$ cat src/rtl/intr_ctrl.sv
// -----------------------------------------------------------------------------
// intr_ctrl -- programmable interrupt controller feeding one CP0 itr line.
//
// Collects up to NSRC peripheral requests, synchronizes them, applies per-source
// edge/level detection and enable masking, and selects the highest-priority
// (lowest-index) request that outranks everything currently in service.
// Software claims and retires interrupts through a small register window.
//
// Ports:
//   clk    in   1      system clock
//   reset  in   1      asynchronous, active-high reset
//   src    in   NSRC   raw peripheral requests (asynchronous to clk)
//   addr   in   3      word address (byte offset [4:2])
//   we     in   1      bus write strobe
//   re     in   1      bus read strobe (qualifies the CLAIM side effect)
//   wd     in   32     write data
//   rd     out  32     read data, combinational from addr
//   itr    out  6      CP0 interrupt input; only bit IRQ_LINE is ever driven
//
// Register window (byte offset):
//   0x00 ENABLE rw, 0x04 MODE rw (1=edge), 0x08 PENDING r / W1C (edge bits),
//   0x0C CLAIM r {valid,27'b0,index}, 0x10 EOI w, 0x14 INSERVICE r.
// -----------------------------------------------------------------------------
module intr_ctrl #(
    parameter int NSRC     = 8,
    parameter int IRQ_LINE = 2
) (
    input  logic            clk,
    input  logic            reset,
    input  logic [NSRC-1:0] src,
    input  logic [2:0]      addr,
    input  logic            we,
    input  logic            re,
    input  logic [31:0]     wd,
    output logic [31:0]     rd,
    output logic [5:0]      itr
);

    localparam logic [2:0] ADDR_ENABLE    = 3'd0;
    localparam logic [2:0] ADDR_MODE      = 3'd1;
    localparam logic [2:0] ADDR_PENDING   = 3'd2;
    localparam logic [2:0] ADDR_CLAIM     = 3'd3;
    localparam logic [2:0] ADDR_EOI       = 3'd4;
    localparam logic [2:0] ADDR_INSERVICE = 3'd5;

    // Synchronizer and edge history
    logic [NSRC-1:0] s1_q;
    logic [NSRC-1:0] s2_q;
    logic [NSRC-1:0] p_q;

    // Architectural state
    logic [NSRC-1:0] enable_q,    enable_d;
    logic [NSRC-1:0] mode_q,      mode_d;
    logic [NSRC-1:0] edge_pend_q, edge_pend_d;
    logic [NSRC-1:0] insvc_q,     insvc_d;
    logic            itr_q,       itr_d;

    // Combinational helpers
    logic [NSRC-1:0] pending_s;
    logic [NSRC-1:0] cand_onehot_s;
    logic [3:0]      cand_idx_s;
    logic            cand_valid_s;
    logic            blocked_s;
    logic            hit_s;
    logic            claim_s;
    logic [NSRC-1:0] claim_clr_s;
    logic [NSRC-1:0] eoi_clr_s;
    logic [NSRC-1:0] w1c_s;
    logic [NSRC-1:0] edge_set_s;

    // Effective pending vector and fixed-priority candidate selection
    always_comb begin
        pending_s     = (mode_q & edge_pend_q) | (~mode_q & s2_q);
        cand_onehot_s = {NSRC{1'b0}};
        cand_idx_s    = 4'd0;
        cand_valid_s  = 1'b0;
        blocked_s     = 1'b0;
        hit_s         = 1'b0;
        // A source at or below the lowest in-service index can never preempt,
        // so blocked_s latches on as soon as the scan reaches an in-service bit.
        for (int i = 0; i < NSRC; i++) begin
            blocked_s        = blocked_s | insvc_q[i];
            hit_s            = ~blocked_s & ~cand_valid_s & pending_s[i] & enable_q[i];
            cand_onehot_s[i] = hit_s;
            cand_idx_s       = hit_s ? 4'(i) : cand_idx_s;
            cand_valid_s     = cand_valid_s | hit_s;
        end
    end

    // Bus side effects and next-state computation
    always_comb begin
        claim_s     = re & (addr == ADDR_CLAIM) & cand_valid_s;
        claim_clr_s = cand_onehot_s & {NSRC{claim_s}};
        // Decode by comparison so that indices >= NSRC never alias a real bit.
        for (int i = 0; i < NSRC; i++) begin
            eoi_clr_s[i] = we & (addr == ADDR_EOI) & (wd[3:0] == 4'(i));
        end
        if (we && (addr == ADDR_PENDING)) begin
            w1c_s = wd[NSRC-1:0] & mode_q;
        end else begin
            w1c_s = {NSRC{1'b0}};
        end
        edge_set_s = s2_q & ~p_q & mode_q;

        // Set wins over W1C/claim; latch is held clear while a bit is in level
        // mode so a later switch back to edge starts without stale state.
        edge_pend_d = ((edge_pend_q & ~w1c_s & ~claim_clr_s) | edge_set_s) & mode_q;
        // Claim set wins over an EOI of the same index.
        insvc_d     = (insvc_q & ~eoi_clr_s) | claim_clr_s;

        if (we && (addr == ADDR_ENABLE)) begin
            enable_d = wd[NSRC-1:0];
        end else begin
            enable_d = enable_q;
        end
        if (we && (addr == ADDR_MODE)) begin
            mode_d = wd[NSRC-1:0];
        end else begin
            mode_d = mode_q;
        end
        itr_d = cand_valid_s;
    end

    // State registers with asynchronous reset
    always_ff @(posedge clk or posedge reset) begin
        if (reset) begin
            s1_q        <= {NSRC{1'b0}};
            s2_q        <= {NSRC{1'b0}};
            p_q         <= {NSRC{1'b0}};
            enable_q    <= {NSRC{1'b0}};
            mode_q      <= {NSRC{1'b0}};
            edge_pend_q <= {NSRC{1'b0}};
            insvc_q     <= {NSRC{1'b0}};
            itr_q       <= 1'b0;
        end else begin
            s1_q        <= src;
            s2_q        <= s1_q;
            p_q         <= s2_q;
            enable_q    <= enable_d;
            mode_q      <= mode_d;
            edge_pend_q <= edge_pend_d;
            insvc_q     <= insvc_d;
            itr_q       <= itr_d;
        end
    end

    // Read data mux
    always_comb begin
        case (addr)
            ADDR_ENABLE:    rd = {{(32-NSRC){1'b0}}, enable_q};
            ADDR_MODE:      rd = {{(32-NSRC){1'b0}}, mode_q};
            ADDR_PENDING:   rd = {{(32-NSRC){1'b0}}, pending_s};
            ADDR_CLAIM:     rd = {cand_valid_s, 27'd0, cand_idx_s};
            ADDR_INSERVICE: rd = {{(32-NSRC){1'b0}}, insvc_q};
            default:        rd = 32'd0;
        endcase
    end

    // Drive only the configured CP0 interrupt bit
    always_comb begin
        itr           = 6'd0;
        itr[IRQ_LINE] = itr_q;
    end

endmodule

$ cat config.mk
export PLATFORM = sky130hd
export DESIGN_NAME = intr_ctrl
export DESIGN_NICKNAME = d
export VERILOG_FILES = /design/src/rtl/intr_ctrl.sv
export SDC_FILE = /design/constraint.sdc
export NUM_CORES = 1
export LEC_CHECK = 0
export CAP_MARGIN = 15
export CORE_ASPECT_RATIO = 1.2
export CORE_MARGIN = 4
export CORE_UTILIZATION = 43
export DETAILED_ROUTE_END_ITERATION = 16
export PLACE_DENSITY = 0.76
export SLEW_MARGIN = 30
export SYNTH_ARGS = -nofsm -noshare
export SYNTH_HDL_FRONTEND = slang
export SYNTH_SLANG_ARGS = --single-unit
$ cat constraint.sdc
create_clock -name clk -period 1.9 [get_ports clk]
set_input_delay 0.19 -clock clk [delete_from_list [all_inputs] [get_ports clk]]
set_output_delay 0.19 -clock clk [all_outputs]
set_load 0.01 [all_outputs]
# Word level (Yosys, flattened, before mapping)
# Cells that the tools add are included.
dict set report op_classes {
  eq_ne 12
  muxes 9
  bitwise_logic 81
  n_reduce_logical 5
}
# operator count
set ops {}
lappend ops {{$pmux 32 s5} 1}
lappend ops {{$and 8x8->8} 10}
lappend ops {{$not 8->8} 5}
lappend ops {{$and 1x1->1} 34}
lappend ops {{$or 8x8->8} 3}
lappend ops {{$eq 4x3->1 const B} 4}
lappend ops {{$not 1->1} 15}
lappend ops {{$or 1x1->1} 14}
lappend ops {{$mux 3} 4}
lappend ops {{$eq 4x2->1 const B} 2}
lappend ops {{$mux 8} 1}
lappend ops {{$eq 3x2->1 const B} 2}
lappend ops {{$eq 3x3->1 const B} 2}
lappend ops {{$eq 4x1->1 const B} 1}
lappend ops {{$logic_not 4->1} 1}
lappend ops {{$mux 2} 2}
lappend ops {{$eq 3x1->1 const B} 1}
lappend ops {{$logic_and 1x1->1} 3}
lappend ops {{$logic_not 3->1} 1}
lappend ops {{$mux 1} 1}
dict set report word_totals {
  regBits 57
  in_bits 47
  out_inout_bits 38
  elab_cells 115
}

# Logic depth before layout (Yosys ltp)
dict set report logic_depth {
  ltp_word 46
  depth_mapped 7
  ltp_nobuf 5
}

# Worst setup path before layout
# Ideal clock, no wire load.
dict set report synth_timing {
  kind {flip-flop to output port}
  startpoint {register insvc_q[1]}
  endpoint {output port rd[1]}
  arrival_time_ps 1794
  required_time_ps 1710
  setup_slack_ps -84
  path_stages_with_launch 6
  path_buffers 1
  cell_sequence {dfrtp_1 -> or3_1 -> buf_6 -> nor4_4 -> nand3_1 -> o311ai_0}
}
dict set report synth_via {
  elab_chain_cells 37
  word_cells_on_any_way 54
  cone_classes {mux: 7; bitwise: 47}
}
# item line
set synth_rtl {}
lappend synth_rtl {{start, declared} 55} ;# logic [NSRC-1:0] insvc_q, insvc_d;
lappend synth_rtl {{start signal, assigned} 133} ;# insvc_q <= {NSRC{1'b0}};
lappend synth_rtl {{start signal, assigned} 142} ;# insvc_q <= insvc_d;
lappend synth_rtl {{$or 1x1->1} 82} ;# blocked_s = blocked_s | insvc_q[i];
lappend synth_rtl {{$not 1->1} 83} ;# hit_s = ~blocked_s & ~cand_valid_s & pending_s[i] & enable_q[i];
lappend synth_rtl {{$and 1x1->1 (3 in series)} 83}
lappend synth_rtl {{$or 1x1->1} 86} ;# cand_valid_s = cand_valid_s | hit_s;
lappend synth_rtl {{$not 1->1} 83}
lappend synth_rtl {{$and 1x1->1 (3 in series)} 83}
lappend synth_rtl {{$or 1x1->1} 86}
lappend synth_rtl {{$not 1->1} 83}
lappend synth_rtl {{[... 13 more ...]} --}
lappend synth_rtl {{$or 1x1->1} 86}
lappend synth_rtl {{$not 1->1} 83}
lappend synth_rtl {{$and 1x1->1 (3 in series)} 83}
lappend synth_rtl {{$or 1x1->1} 86}
lappend synth_rtl {{$not 1->1} 83}
lappend synth_rtl {{$and 1x1->1 (3 in series)} 83}
lappend synth_rtl {{$mux 3} 85} ;# cand_idx_s = hit_s ? 4'(i) : cand_idx_s;
lappend synth_rtl {{$pmux 32 s5 (*)} 149} ;# case (addr)
lappend synth_rtl {{end, declared} 35} ;# output logic [31:0] rd,
# Every way passes the cells marked *; elsewhere a longest branch is shown, timed or not.

# Worst setup path after layout
dict set report layout_timing {
  startpoint {register insvc_q[4]}
  endpoint {output port rd[0]}
}
dict set report layout_via {
  elab_chain_cells 22
  word_cells_on_any_way 31
  cone_classes {mux: 5; bitwise: 26}
}
# item line
set layout_rtl {}
lappend layout_rtl {{$or 1x1->1 (*)} 82}
lappend layout_rtl {{$not 1->1} 83}
lappend layout_rtl {{$and 1x1->1 (3 in series)} 83}
lappend layout_rtl {{$or 1x1->1} 86}
lappend layout_rtl {{$not 1->1} 83}
lappend layout_rtl {{$and 1x1->1 (3 in series)} 83}
lappend layout_rtl {{$or 1x1->1} 86}
lappend layout_rtl {{$not 1->1} 83}
lappend layout_rtl {{$and 1x1->1 (3 in series)} 83}
lappend layout_rtl {{$or 1x1->1} 86}
lappend layout_rtl {{$not 1->1} 83}
lappend layout_rtl {{$and 1x1->1 (3 in series)} 83}
lappend layout_rtl {{$mux 3 (*)} 85}
lappend layout_rtl {{$pmux 32 s5 (*)} 149}
# Marks and branches as above.

==> impl_metrics.json <==
{
  "outcome": "finished, violations left",
  "violations": "negative setup slack",
  "maxCapViolCount": 0,
  "maxSlewViolCount": 0,
  "num_rows": 33,
  "crit_required_ps": 1710,
  "vias_per_cell": 5.30,
  "grt_pass1_vias": 2708,
  "wire_per_inst_um": 16.2,
  "netlist.area_leader.share": 0.468,
  "internal_power_mw": 3.01,
  "combPwrFrac": 0.406,
  "drt-total-wl_mm": 8.40,
  "synth_area_leaders": "dfrtp_1 47%, buf_4 7.1%, mux2_2 7.0%",
  "yosysMostFrequentCell": "dfrtp_1",
  "final_cell_count_no_fill": 518,
  "place_inst": 497,
  "use_met2": 0.327,
  "ys_seq_area_frac": 0.468,
  "coreArea_um2": 6850,
  "dpl_cell_area_um2": 4040,
  "start_util": 0.445,
  "dieHeight_um": 100,
  "use_met3": 0.0468,
  "grt_pass1_wl_mm": 13.2,
  "cts_max_level": 3,
  "path_cells": "or3b_4, or3_4, o211ai_4, nor3_2, a311o_1, buf_2",
  "pre_cts_slack_ps": -540,
  "p_total_mw": 4.41,
  "period_share": 1.23,
  "antenna_cells": 0,
  "antenna_found_initial": 0,
  "cp.arrival_ps": 2150,
  "rsz0062_at_grt": "yes",
  "drtIter0Drc": 195,
  "cts_tree": "built",
  "setup_tns_ps": -1780,
  "grt_max_degree": 38,
  "numPortBuffers": 32,
  "fin_ws_ps": -444,
  "ios": 85,
  "critPathKind": "flip-flop to output port",
  "cts_root_buf": "clkbuf_8",
  "hold_ws_ps": 202,
  "rrSetupSlack_ps": -130,
  "fmax_ghz": 0.427,
  "place.gp.congestion": 0.909,
  "die_w_um": 84.9,
  "switching_share": 0.318,
  "clkSlewWorstSetupHoldPaths_ps": 60,
  "powerDensity_nw_per_um2": 1010,
  "fin_skew_ps": 10.4,
  "dp_hpwl_mm": 5.99,
  "num_vias": 2744,
  "grtUsageMet1": 0.250,
  "pwr-share-clk": 0.248,
  "ys.flop_type": "dfrtp_1",
  "drive_above_1_share": 0.399,
  "p_leak_nw": 2.00,
  "synth.distinct_cells": 51,
  "grt_busiest_layer": "met2",
  "start_kind": "flip-flop",
  "finalCriticalPeriod_ps": 2340,
  "hold_viol": 0,
  "cpPeakStageDelay_ps": 420,
  "synth-async-reset-ratio": 1.00,
  "ctsHoldBuffers": 0,
  "netlist_area_um2": 3050,
  "drc": 0,
  "path_max_fanout": 3,
  "n_fill_cell": 559,
  "worst_hold_path_type": "primary input to async pin",
  "grt.overflow.total": 0,
  "syn2layout_area_growth_pct": 43.0,
  "setup-violations-final": 6,
  "r2r-start": "insvc_q[1]$_DFF_PP0_",
  "synth-edff-count": 0,
  "syn_avg_cell_area_um2": 10.2,
  "ant_nets": 0,
  "stdcell_area_um2": 4360,
  "yosys_warnings": 0,
  "numCtsBuffers": 9,
  "syn_inst": 299,
  "dieArea_um2": 8510,
  "seq_power_share": 0.346,
  "first_pass_iters": 4,
  "clk_latency_ps": 340,
  "worstSetupStartpoint": "insvc_q[4]$_DFF_PP0_",
  "cts.sinks": 57,
  "grt_usage": 0.201,
  "max-vdd-ir-drop_v": 0.000433,
  "clk_path_buf_depth": 2,
  "synth_top_area_cell": "dfrtp_1",
  "p_switching_mw": 1.40,
  "yosys-top-cells-count": "57 x dfrtp_1, 38 x nand2_1, 29 x buf_4",
  "slowest_stage": "or3_4",
  "cp-end-kind": "output port",
  "final_util": 0.636,
  "fin_nets": 473,
  "synth_seq_cells": 57
}
==> cell usage in the layout, fill, tap and decap left out, drive strengths merged, types with 5 or more instances in the layout <==
| cell | count |
|---|---|
| nand3 | 8 |
| a21boi | 5 |
| nand2b | 16 |
| nor2 | 7 |
| nand2 | 38 |
| mux2i | 5 |
| buf | 106 |
| nor2b | 6 |
| nand3b | 9 |
| o21ai | 12 |
| o22ai | 6 |
| mux2 | 19 |
| clkbuf | 14 |
| clkdlybuf4s50 | 21 |
| a21oi | 16 |
| dfrtp | 57 |
| conb | 28 |
==> sequential cells by signal (all words and copies together), names as in the netlist <==
register and flops:
enable_q 8, s2_q 8, edge_pend_q 8, p_q 8, insvc_q 8, s1_q 8, mode_q 8, itr_q 1
==> power by group through the flow <==
stage	Clock, mW	Combinational, mW	Sequential, mW
CTS	1.14	1.64	1.52
finish	1.09	1.79	1.53
global placement	0	1.51	1.53
global route	1.19	1.92	1.55
floorplan	0	0.797	1.57
detailed placement	0	1.54	1.54
==> layout make-up <==
| class | count | area, um2 | share of cell area |
|---|---|---|---|
| Timing Repair Buffer | 130 | 1040 | 0.239 |
| Tap cell | 87 | 109 | 0.0250 |
| Multi-Input combinational cell | 224 | 1580 | 0.363 |
| Clock buffer | 13 | 149 | 0.0341 |
| Clock inverter | 3 | 40.0 | 0.00918 |
| Sequential cell | 57 | 1430 | 0.327 |
| Inverter | 4 | 15.0 | 0.00344 |
==> final timing paths <==
path,cells after the start,endpoint
worst min-delay path,3,insvc_q[6]$_DFF_PP0_
worst min register to register,0,s2_q[6]$_DFF_PP0_
worst max-delay path,6,rd[0]
worst max register to register,8,edge_pend_q[7]$_DFF_PP0_
max in group asynchronous,3,s2_q[2]$_DFF_PP0_
min in group clk,1,s1_q[0]$_DFF_PP0_
==> cells by family after synthesis <==
| kind of cell | after synthesis | share of synthesized area |
|---|---|---|
| AOI/OAI and AO/OA | 65 | 0.149 |
| buffers and inverters | 45 | 0.0940 |
| DFF | 57 | 0.468 |
| muxes | 24 | 0.0866 |
| other | 1 | 0.00123 |
| and+or+nand+nor | 107 | 0.201 |
==> routing by layer <==
metal | routed length [um] | vias to the layer above
li1 | - | 1274
met1 | 3350 | 1307
met2 | 4110 | 137
met3 | 674 | 26
met4 | 271 | 0
met5 | 0 | -
==> repair_timing <==
item                                    4_1_cts  5_1_grt
resized for setup                            46       23
setup buffers                                 1        5
pin swaps                                    10        9
endpoints found under the setup margin       16       15
==> worst max-delay path, delay by kind of cell (launching register included) <==
kind                   cells  cell delay [ps]
and+or+nand+nor            3              890
DFF                        1              390
AOI/OAI and AO/OA          2              390
buffers and inverters      1              150
Note: power is estimated with default switching activity, not from simulation.
